**src/rtl/mem_arbiter.sv**
```systemverilog
// mem_arbiter: shares one single-port synchronous memory between instruction fetch (IF)
// and load/store (LS). At most one access is in flight at a time. Each read response is
// routed back to its owner MEM_LAT cycles after issue. LS has priority over IF.
// Optional macro ARB_STARVE_GUARD_EN: after MAX_WAIT consecutive denied cycles, IF
// overrides LS priority. Without the macro, LS priority is strict and IF may starve.
module mem_arbiter #(
    parameter int unsigned ADDR_W   = 32,
    parameter int unsigned DATA_W   = 32,
    parameter int unsigned MEM_LAT  = 1,
    parameter int unsigned MAX_WAIT = 4
) (
    input  logic                clk,
    input  logic                reset,
    // fetch port
    input  logic                if_req,
    input  logic [ADDR_W-1:0]   if_addr,
    output logic                if_gnt,
    output logic                if_rvalid,
    output logic [DATA_W-1:0]   if_rdata,
    // load/store port
    input  logic                ls_req,
    input  logic                ls_we,
    input  logic [ADDR_W-1:0]   ls_addr,
    input  logic [DATA_W-1:0]   ls_wdata,
    input  logic [DATA_W/8-1:0] ls_be,
    output logic                ls_gnt,
    output logic                ls_rvalid,
    output logic [DATA_W-1:0]   ls_rdata,
    // memory port
    output logic                mem_en,
    output logic                mem_we,
    output logic [ADDR_W-1:0]   mem_addr,
    output logic [DATA_W-1:0]   mem_wdata,
    output logic [DATA_W/8-1:0] mem_be,
    input  logic [DATA_W-1:0]   mem_rdata
);

    localparam int unsigned LAT_W = 4;

    localparam logic [0:0] IDLE = 1'b0;
    localparam logic [0:0] WAIT = 1'b1;

    logic [0:0]       state_q;
    logic [LAT_W-1:0] lat_cnt_q;
    logic             owner_ls_q;
    logic             is_store_q;

    logic rsp_cycle;
    logic arb_en;
    logic if_force;
    logic if_win;
    logic ls_win;
    logic rsp_valid;

`ifdef ARB_STARVE_GUARD_EN
    localparam int unsigned WC_W = (MAX_WAIT < 1) ? 1 : $clog2(MAX_WAIT + 1);

    logic [WC_W-1:0] wait_cnt_q;

    // IF overrides LS once it has been denied MAX_WAIT times in a row
    always_comb begin
        if_force = if_req && (wait_cnt_q >= WC_W'(MAX_WAIT));
    end

    // Count consecutive denied IF cycles; saturate, clear on grant or withdrawal
    always_ff @(posedge clk) begin
        if (reset) begin
            wait_cnt_q <= '0;
        end else if (!if_req || if_win) begin
            wait_cnt_q <= '0;
        end else if (arb_en && (wait_cnt_q < WC_W'(MAX_WAIT))) begin
            wait_cnt_q <= wait_cnt_q + WC_W'(1);
        end
    end
`else
    // Strict LS priority: IF never overrides
    always_comb begin
        if_force = 1'b0;
    end
`endif

    // Arbitration: open when idle or in the response cycle of the outstanding access
    always_comb begin
        rsp_cycle = (state_q == WAIT) && (lat_cnt_q == '0);
        arb_en    = !reset && ((state_q == IDLE) || rsp_cycle);
        if_win    = arb_en && if_req && (if_force || !ls_req);
        ls_win    = arb_en && ls_req && !if_win;
        rsp_valid = !reset && rsp_cycle;
    end

    // Drive memory and requester outputs from the winner and the outstanding owner
    always_comb begin
        if_gnt    = if_win;
        ls_gnt    = ls_win;
        mem_en    = if_win || ls_win;
        mem_we    = ls_win && ls_we;
        mem_addr  = '0;
        mem_wdata = '0;
        mem_be    = '0;
        if (ls_win) begin
            mem_addr  = ls_addr;
            mem_wdata = ls_wdata;
            mem_be    = ls_be;
        end else if (if_win) begin
            mem_addr  = if_addr;
            mem_be    = '1;
        end
        if_rvalid = rsp_valid && !owner_ls_q;
        ls_rvalid = rsp_valid && owner_ls_q;
        if_rdata  = if_rvalid ? mem_rdata : '0;
        // Store acks return zero data
        ls_rdata  = (ls_rvalid && !is_store_q) ? mem_rdata : '0;
    end

    // Track the single outstanding access; a grant in the response cycle re-arms the timer
    always_ff @(posedge clk) begin
        if (reset) begin
            state_q    <= IDLE;
            lat_cnt_q  <= '0;
            owner_ls_q <= 1'b0;
            is_store_q <= 1'b0;
        end else if (if_win || ls_win) begin
            state_q    <= WAIT;
            lat_cnt_q  <= LAT_W'(MEM_LAT - 1);
            owner_ls_q <= ls_win;
            is_store_q <= ls_win && ls_we;
        end else if (state_q == WAIT) begin
            if (lat_cnt_q == '0) begin
                state_q <= IDLE;
            end else begin
                lat_cnt_q <= lat_cnt_q - LAT_W'(1);
            end
        end
    end

endmodule

```
**config.mk**
```make
export PLATFORM = sky130hd
export DESIGN_NAME = mem_arbiter
export DESIGN_NICKNAME = d
export VERILOG_FILES = /design/src/rtl/mem_arbiter.sv
export SDC_FILE = /design/constraint.sdc
export NUM_CORES = 1
export LEC_CHECK = 0
export CORE_AREA = 2 2 107 109
export DETAILED_ROUTE_END_ITERATION = 6
export DIE_AREA = 0 0 109 111
export MAX_ROUTING_LAYER = met4
export PLACE_DENSITY_LB_ADDON = 0.3
export SLEW_MARGIN = 20
export SYNTH_ARGS = -nofsm -noshare
export SYNTH_HDL_FRONTEND = slang
export SYNTH_SLANG_ARGS = --single-unit
```
**constraint.sdc**
```tcl
create_clock -name clk -period 1.8 [get_ports clk]
set_input_delay 0.36 -clock clk [delete_from_list [all_inputs] [get_ports clk]]
set_output_delay 0.36 -clock clk [all_outputs]
set_load 0.01 [all_outputs]
```
==> impl_results.md, run 1 <==
- Status: finished with violations
- Failing checks: negative setup slack
- Global-route usage over all layers: 0.1768
- R2R cell count: 8
- Post-DR wirelength/cell: 17.37 microns
- Worst Setup Path Type: flop to primary output
- Reg-to-reg endpoint: owner_ls_q
- Final Util: 0.5521
- First-pass GRT wire length: 16.57 mm
- Worst VDD drop: 0.2148 mV
- Final-report setup violation count: 138
- CP endpoint kind: primary output
- Layout net count: 721
- Min Tclk post-route: 2.348 ns
- Worst endpoint data arrival time: 1.99 ns
- Mapped Nets: 385
- Final Power: 1.784 mW
- Num CTS Buffers: 3
- Clock Power Share: 0.217
- First-pass DRT Iterations: 3
- Area after DPL: 0.004775 sq mm
- RSZ-0062 raised after global routing: yes
- Slew @ Worst Pin: 0.3304 ns
- Combinational power share: 0.690
- Cell total after placement: 667
- Cells after Synth: 247
- Internal: 1.234 mW
- Via density: 4.443
- Rel. slew slack: 0.7797
- Fin cells: 725
- Setup Skew: 0.0007350 ns
- Initial Util: 0.1448
- Hold endpoint: is_store_q
- Tightest Hold Check Type: flop to flop
- Critical Path Fanout Max: 7
- CTS sink cnt: 7
- Post-DP HPWL: 7.970 mm
- Netlist Area Pre-Place: 0.001604 sq mm
- Antenna diodes: 0
- H-tree levels: 1
- Number of synthesized register bits: 7
- Port bufs: 274
- Final WL: 12.60 mm
- ANT nets after route: 0
- PD cells: 291.6 mW/mm^2
- Part of the power in registers: 0.093
- CTS tree: yes
- R2R Path Start: lat_cnt_q[1]
- F_max: 0.4260 GHz
- Min-delay src: is_store_q
- I/O pin count: 275
- Unique masters post-synth: 35
- Mean Syn Cell Area: 6.494 sq um
- Max-Cap Viols: 0
- Leakage: 2.706 nW
- WHS: 0.5051 ns
- Reg-to-reg setup timing slack: 0.07 ns
- Startpoint Class: flop
- Die ar.: 0.01210 sq mm
- Crit path required time: 1.44 ns
- Synthesis warning total: 0
- DRC errors left: 0
- Die height: 111 microns
- Largest net degree at the start of global routing: 30
- GP Congestion: 0.7606
- Switch share: 0.3080
- Initial antenna violation count: 0
- Clock tree buffer depth: 2
- Vias in the first global route: 3226
- Setup WS post-layout: -0.5476 ns
- Tcrit/Tclk final: 1.304
- Final Max Slew Viols: 0
- # fillers: 966
- Die span in x: 109 microns
- Via count: 3221
- Final instance area: 0.006116 sq mm
- Root Driver: clkbuf_16
- Layout cells sized above 1: 0.6203
- Core Rows: 39
- Clk Latency, worst-skew pair: 0.23 ns
- Sequential area share after synthesis: 0.08736
- Clock transition at path regs: 0.04 ns
- Worst setup path startpoint: lat_cnt_q[1]
- Hold Vio Cnt, Final: 0
- Global route overflow: 0
- Synth-to-Final Area Change: 281.3%
- Psw: 0.5493 mW
- Core area: 0.01108 sq mm
- Cts-stage hold buffer count: 0
- Initial drt markers: 143
- Hold Path Depth: 2
cell families (layout without fill, tap and decap cells):
family          after synthesis  in the layout  share of synthesized area
compound gates               51             52                     0.2278
fa+ha+maj                     1              1                   0.007799
buf+inv                      34            368                     0.1076
flops                         7              7                    0.08736
simple gates                154            154                     0.5694
cells in the mapped netlist:
library cell,number,share of area
ha_1,1,0.0078
nand4bb_4,1,0.017
buf_6,4,0.028
inv_1,6,0.014
buf_1,3,0.0070
nor3_1,2,0.0062
and2b_1,1,0.0047
and3_1,32,0.12
o311ai_0,1,0.0055
nor3b_2,1,0.0078
clkbuf_1,9,0.021
o211ai_1,2,0.0094
a32o_1,1,0.0062
or3b_4,1,0.0070
nand4b_1,1,0.0055
nand2_1,2,0.0047
and2_1,65,0.25
nor4_1,1,0.0039
a31oi_1,1,0.0039
a21oi_4,1,0.010
o21ai_0,2,0.0062
buf_2,9,0.028
clkbuf_2,3,0.0094
o32ai_1,1,0.0055
o21ai_1,1,0.0031
nor2_1,39,0.091
nor2b_1,1,0.0039
a21oi_1,9,0.028
or3_1,1,0.0039
nor3b_1,1,0.0047
nand3_1,3,0.0094
a22oi_1,32,0.15
dfxtp_1,7,0.087
nor4b_4,1,0.015
nor3_2,1,0.0062
cells in the final DEF (no fill, tap or decap), drive strengths merged, types with 6 or more instances in the layout:
cell / count
a21oi: 10
a22oi: 32
and2: 65
and3: 32
buf: 219
clkbuf: 7
clkdlybuf4s50: 133
dfxtp: 7
inv: 6
nor2: 39
per-layer routing:
metal | vias up | track usage | part of all wire
met3 | 26 | 0.02469 | 0.080
met4 | 0 | 0.04701 | 0.028
li1 | 1536 | - | -
met1 | 1470 | 0.1814 | 0.35
met2 | 189 | 0.3416 | 0.54
met5 | - | - | 0
cell type report:
cell class,count,area [sq um],area share
Timing Repair Buffer,358,3826,0.6256
Tap cell,143,178.9,0.02926
Sequential cell,7,142.6,0.02332
Inverter,6,22.52,0.003682
Clock buffer,4,78.83,0.01289
Multi-Input combinational cell,207,1867,0.3052
worst max-delay path, cell delays in order (launching register included):
cell and delay [ns]:
dfxtp_2 0.31, inv_2 0.06, ha_4 0.17, buf_12 0.10
nand4bb_4 0.13, buf_6 0.15, nor3_4 0.18, buf_6 0.17
buf_16 0.12, buf_6 0.09, and2_1 0.12, buf_2 0.13
state kept, by name (all words and copies together), names as in the netlist:
signal	cells
lat_cnt_q	4
is_store_q	1
owner_ls_q	1
state_q	1
how the worst max path moves through the flow:
stage	endpoint	slack, ns	cells past startpoint
after detailed placement	ls_rdata[21]	-0.82	6
final	if_rdata[1]	-0.55	11
after global placement	if_rdata[21]	-0.79	7
after global routing	if_rdata[1]	-0.60	11
after floorplan	mem_wdata[23]	-0.04	6
after CTS	mem_wdata[19]	-0.60	9
timing repair:
| action | in CTS | in global routing |
|---|---|---|
| pin swaps | 53 | 58 |
| cloned | 11 | 4 |
| endpoints found under the setup margin | 138 | 139 |
| gates resized for setup | 674 | 196 |
| setup buffers | 36 | 12 |
power by group through the flow:
| stage | combinational [mW] | clock, mW | sequential, mW |
|---|---|---|---|
| detailed placement | 0.905 | 0 | 0.168 |
| finish | 1.23 | 0.387 | 0.167 |
| floorplan | 0.282 | 0 | 0.167 |
| CTS | 1.02 | 0.389 | 0.167 |
| global placement | 0.901 | 0 | 0.168 |
| global route | 1.30 | 0.407 | 0.167 |
stage by stage:
stage	worst slack (ns)	setup TNS, ns
2_1_floorplan	-0.03935	-1.098
3_3_place_gp	-0.7856	-90.87
3_5_place_dp	-0.8204	-92.48
4_1_cts	-0.6005	-61.72
5_1_grt	-0.6044	-65.39
6_report	-0.5476	-56.50
No activity file was read; power rests on OpenSTA's default activity.
==> inputs of run 2 (changes only) <==
- SLEW_MARGIN: 20 -> 10
==> results of run 2 <==
Same layout as run 1: the final DEF is identical, and so are final timing and power.
==> inputs of run 3 (changes only) <==
- GPL_ROUTABILITY_DRIVEN: not set -> 0
- SETUP_SLACK_MARGIN: not set -> 0.4
==> impl_results.md, run 3 (same netlist as run 1, synthesis figures left out) <==
- Post-DP HPWL: 8.666 mm (+8.7%)
- Initial antenna violation count: 1 (+1)
- Core area: 0.01108 sq mm (unchanged)
- Vias in the first global route: 3236 (+0.31%)
- Largest Register: lat_cnt_q
- CP endpoint kind: primary output
- Min Tclk post-route: 2.311 ns (-0.03638 ns)
- Synth-to-Final Area Change: 274.3%
- Global route overflow: 0 (unchanged)
- Combinational power share: 0.681 (-0.009)
- Worst endpoint data arrival time: 1.95 ns (-0.04 ns)
- CTS sink cnt: 7 (unchanged)
- PD cells: 289.3 mW/mm^2 (-0.81%)
- Post-DR wirelength/cell: 16.92 microns (-2.6%)
- Clock Power Share: 0.223 (+0.006)
- Cts-stage hold buffer count: 0 (unchanged)
- H-tree levels: 1 (unchanged)
- Root Driver: clkbuf_16
- Leading cell type in the layout, fill and taps excluded: clkdlybuf4s50_1
- Worst Setup Path Type: flop to primary output
- Die height: 111 microns (unchanged)
- Critical Path Fanout Max: 8 (+1)
- Status: finished with violations
- Die span in x: 109 microns (unchanged)
- Num CTS Buffers: 3 (unchanged)
- Setup Skew: 0.002694 ns (+0.001960 ns)
- Clock transition at path regs: 0.04 ns (about the same)
- Final WL: 12.45 mm (-1.1%)
- Initial drt markers: 107 (-25%)
- Crit path required time: 1.44 ns (about the same)
- Leakage: 2.757 nW (+1.9%)
- I/O pin count: 275 (unchanged)
- RSZ-0062 raised after global routing: yes
- Switch share: 0.3039 (-0.004066)
- DRC errors left: 0 (unchanged)
- Tightest Hold Check Type: flop to flop
- Initial Util: 0.1448 (unchanged)
- Internal: 1.209 mW (-2.0%)
- Hold Vio Cnt, Final: 0 (unchanged)
- CTS tree: yes
- Clock tree buffer depth: 2 (unchanged)
- Final Util: 0.5421 (-0.01005)
- ANT nets after route: 0 (unchanged)
- Failing checks: negative setup slack
- Part of the power in registers: 0.096 (+0.003)
- Final Max Slew Viols: 0 (unchanged)
- Final Power: 1.737 mW (-2.6%)
- Layout cells sized above 1: 0.6334 (+0.01317)
- Tcrit/Tclk final: 1.284 (-0.02021)
- Final-report setup violation count: 139 (+0.72%)
- Largest net degree at the start of global routing: 43 (+43%)
- Worst VDD drop: 0.2353 mV (+9.6%)
- Max-Cap Viols: 0 (unchanged)
- First-pass GRT wire length: 17.16 mm (+3.5%)
- First-pass DRT Iterations: 4 (+1)
- Port bufs: 274 (unchanged)
- Setup WS post-layout: -0.5112 ns (+0.03637 ns)
- Most frequent cells in the layout: clkdlybuf4s50_1 (134), buf_6 (131), and2_4 (65)
- Die ar.: 0.01210 sq mm (unchanged)
- F_max: 0.4327 GHz (+1.6%)
- Clk Latency, worst-skew pair: 0.23 ns (about the same)
- Slew @ Worst Pin: 0.3389 ns (+0.008456 ns)
- Via density: 4.385 (-1.3%)
- Via count: 3227 (+0.19%)
- Largest register FFs: 4 (unchanged)
- Global-route usage over all layers: 0.1874 (+0.01053)
- Startpoint Class: flop
- Layout net count: 731 (+1.4%)
- Core Rows: 39 (unchanged)
- Psw: 0.5278 mW (-3.9%)
- Rel. slew slack: 0.7712 (-0.008505)
run 3: final timing paths:
kind	to	depth (start not counted)	slack, ns	start
min reg2reg	is_store_q	2	0.55	is_store_q
max	mem_wdata[12]	9	-0.51	lat_cnt_q[0]
max reg2reg	owner_ls_q	10	-0.01	lat_cnt_q[0]
min	is_store_q	2	0.55	is_store_q
run 3: what timing repair did:
action / CTS / global route
pin swaps: 12 / 16
endpoints found under the setup margin: 142 / 143
gates resized for setup: 676 / 54
setup buffers: 42 / 7
gates cloned: 9 / 3
run 3: cell type report:
class	count	area, sq um
Inverter	6	22.52
Multi-Input combinational cell	206	1768
Antenna cell	1	2.502
Tap cell	143	178.9
Fill cell	1019	5072
Clock buffer	4	78.83
Sequential cell	7	142.6
Timing Repair Buffer	369	3811
run 3: power by group through the flow:
stage	clock network, mW	logic, mW	registers [mW]
3_3_place_gp	0	0.969	0.168
2_1_floorplan	0	0.348	0.167
6_report	0.387	1.18	0.166
4_1_cts	0.391	1.10	0.166
5_1_grt	0.402	1.25	0.167
3_5_place_dp	0	0.975	0.169
run 3: critical path, stage by stage, from the launching register on:
cell	delay [ns]
dfxtp_2	0.31
inv_2	0.07
ha_4	0.15
or3b_4	0.40
a21oi_4	0.16
buf_6	0.14
buf_12	0.10
buf_16	0.11
and3_4	0.18
buf_6	0.10
run 3: metal layers:
layer,vias to the layer above,track usage,part of all wire
li1,1553,-,-
met2,188,0.3669,0.55
met4,0,0.05897,0.026
met1,1467,0.1804,0.34
met3,19,0.03233,0.085
met5,-,-,0
run 3: per-stage QoR:
| stage | hold slack (ns) | instance area (sq um) | instances | setup WS [ns] | TNS [ns] |
|---|---|---|---|---|---|
| 2_1_floorplan | 0.4724 | 1992 | 247 | -0.03918 | -2.260 |
| 5_1_grt | 0.5767 | 6005 | 736 | -0.5718 | -65.24 |
| 6_report | 0.5547 | 6005 | 736 | -0.5112 | -54.01 |
| 3_3_place_gp | 0.5173 | 5034 | 670 | -0.8267 | -95.89 |
| 3_5_place_dp | 0.5289 | 5034 | 670 | -0.8543 | -98.51 |
| 4_1_cts | 0.5472 | 5625 | 725 | -0.5547 | -58.47 |
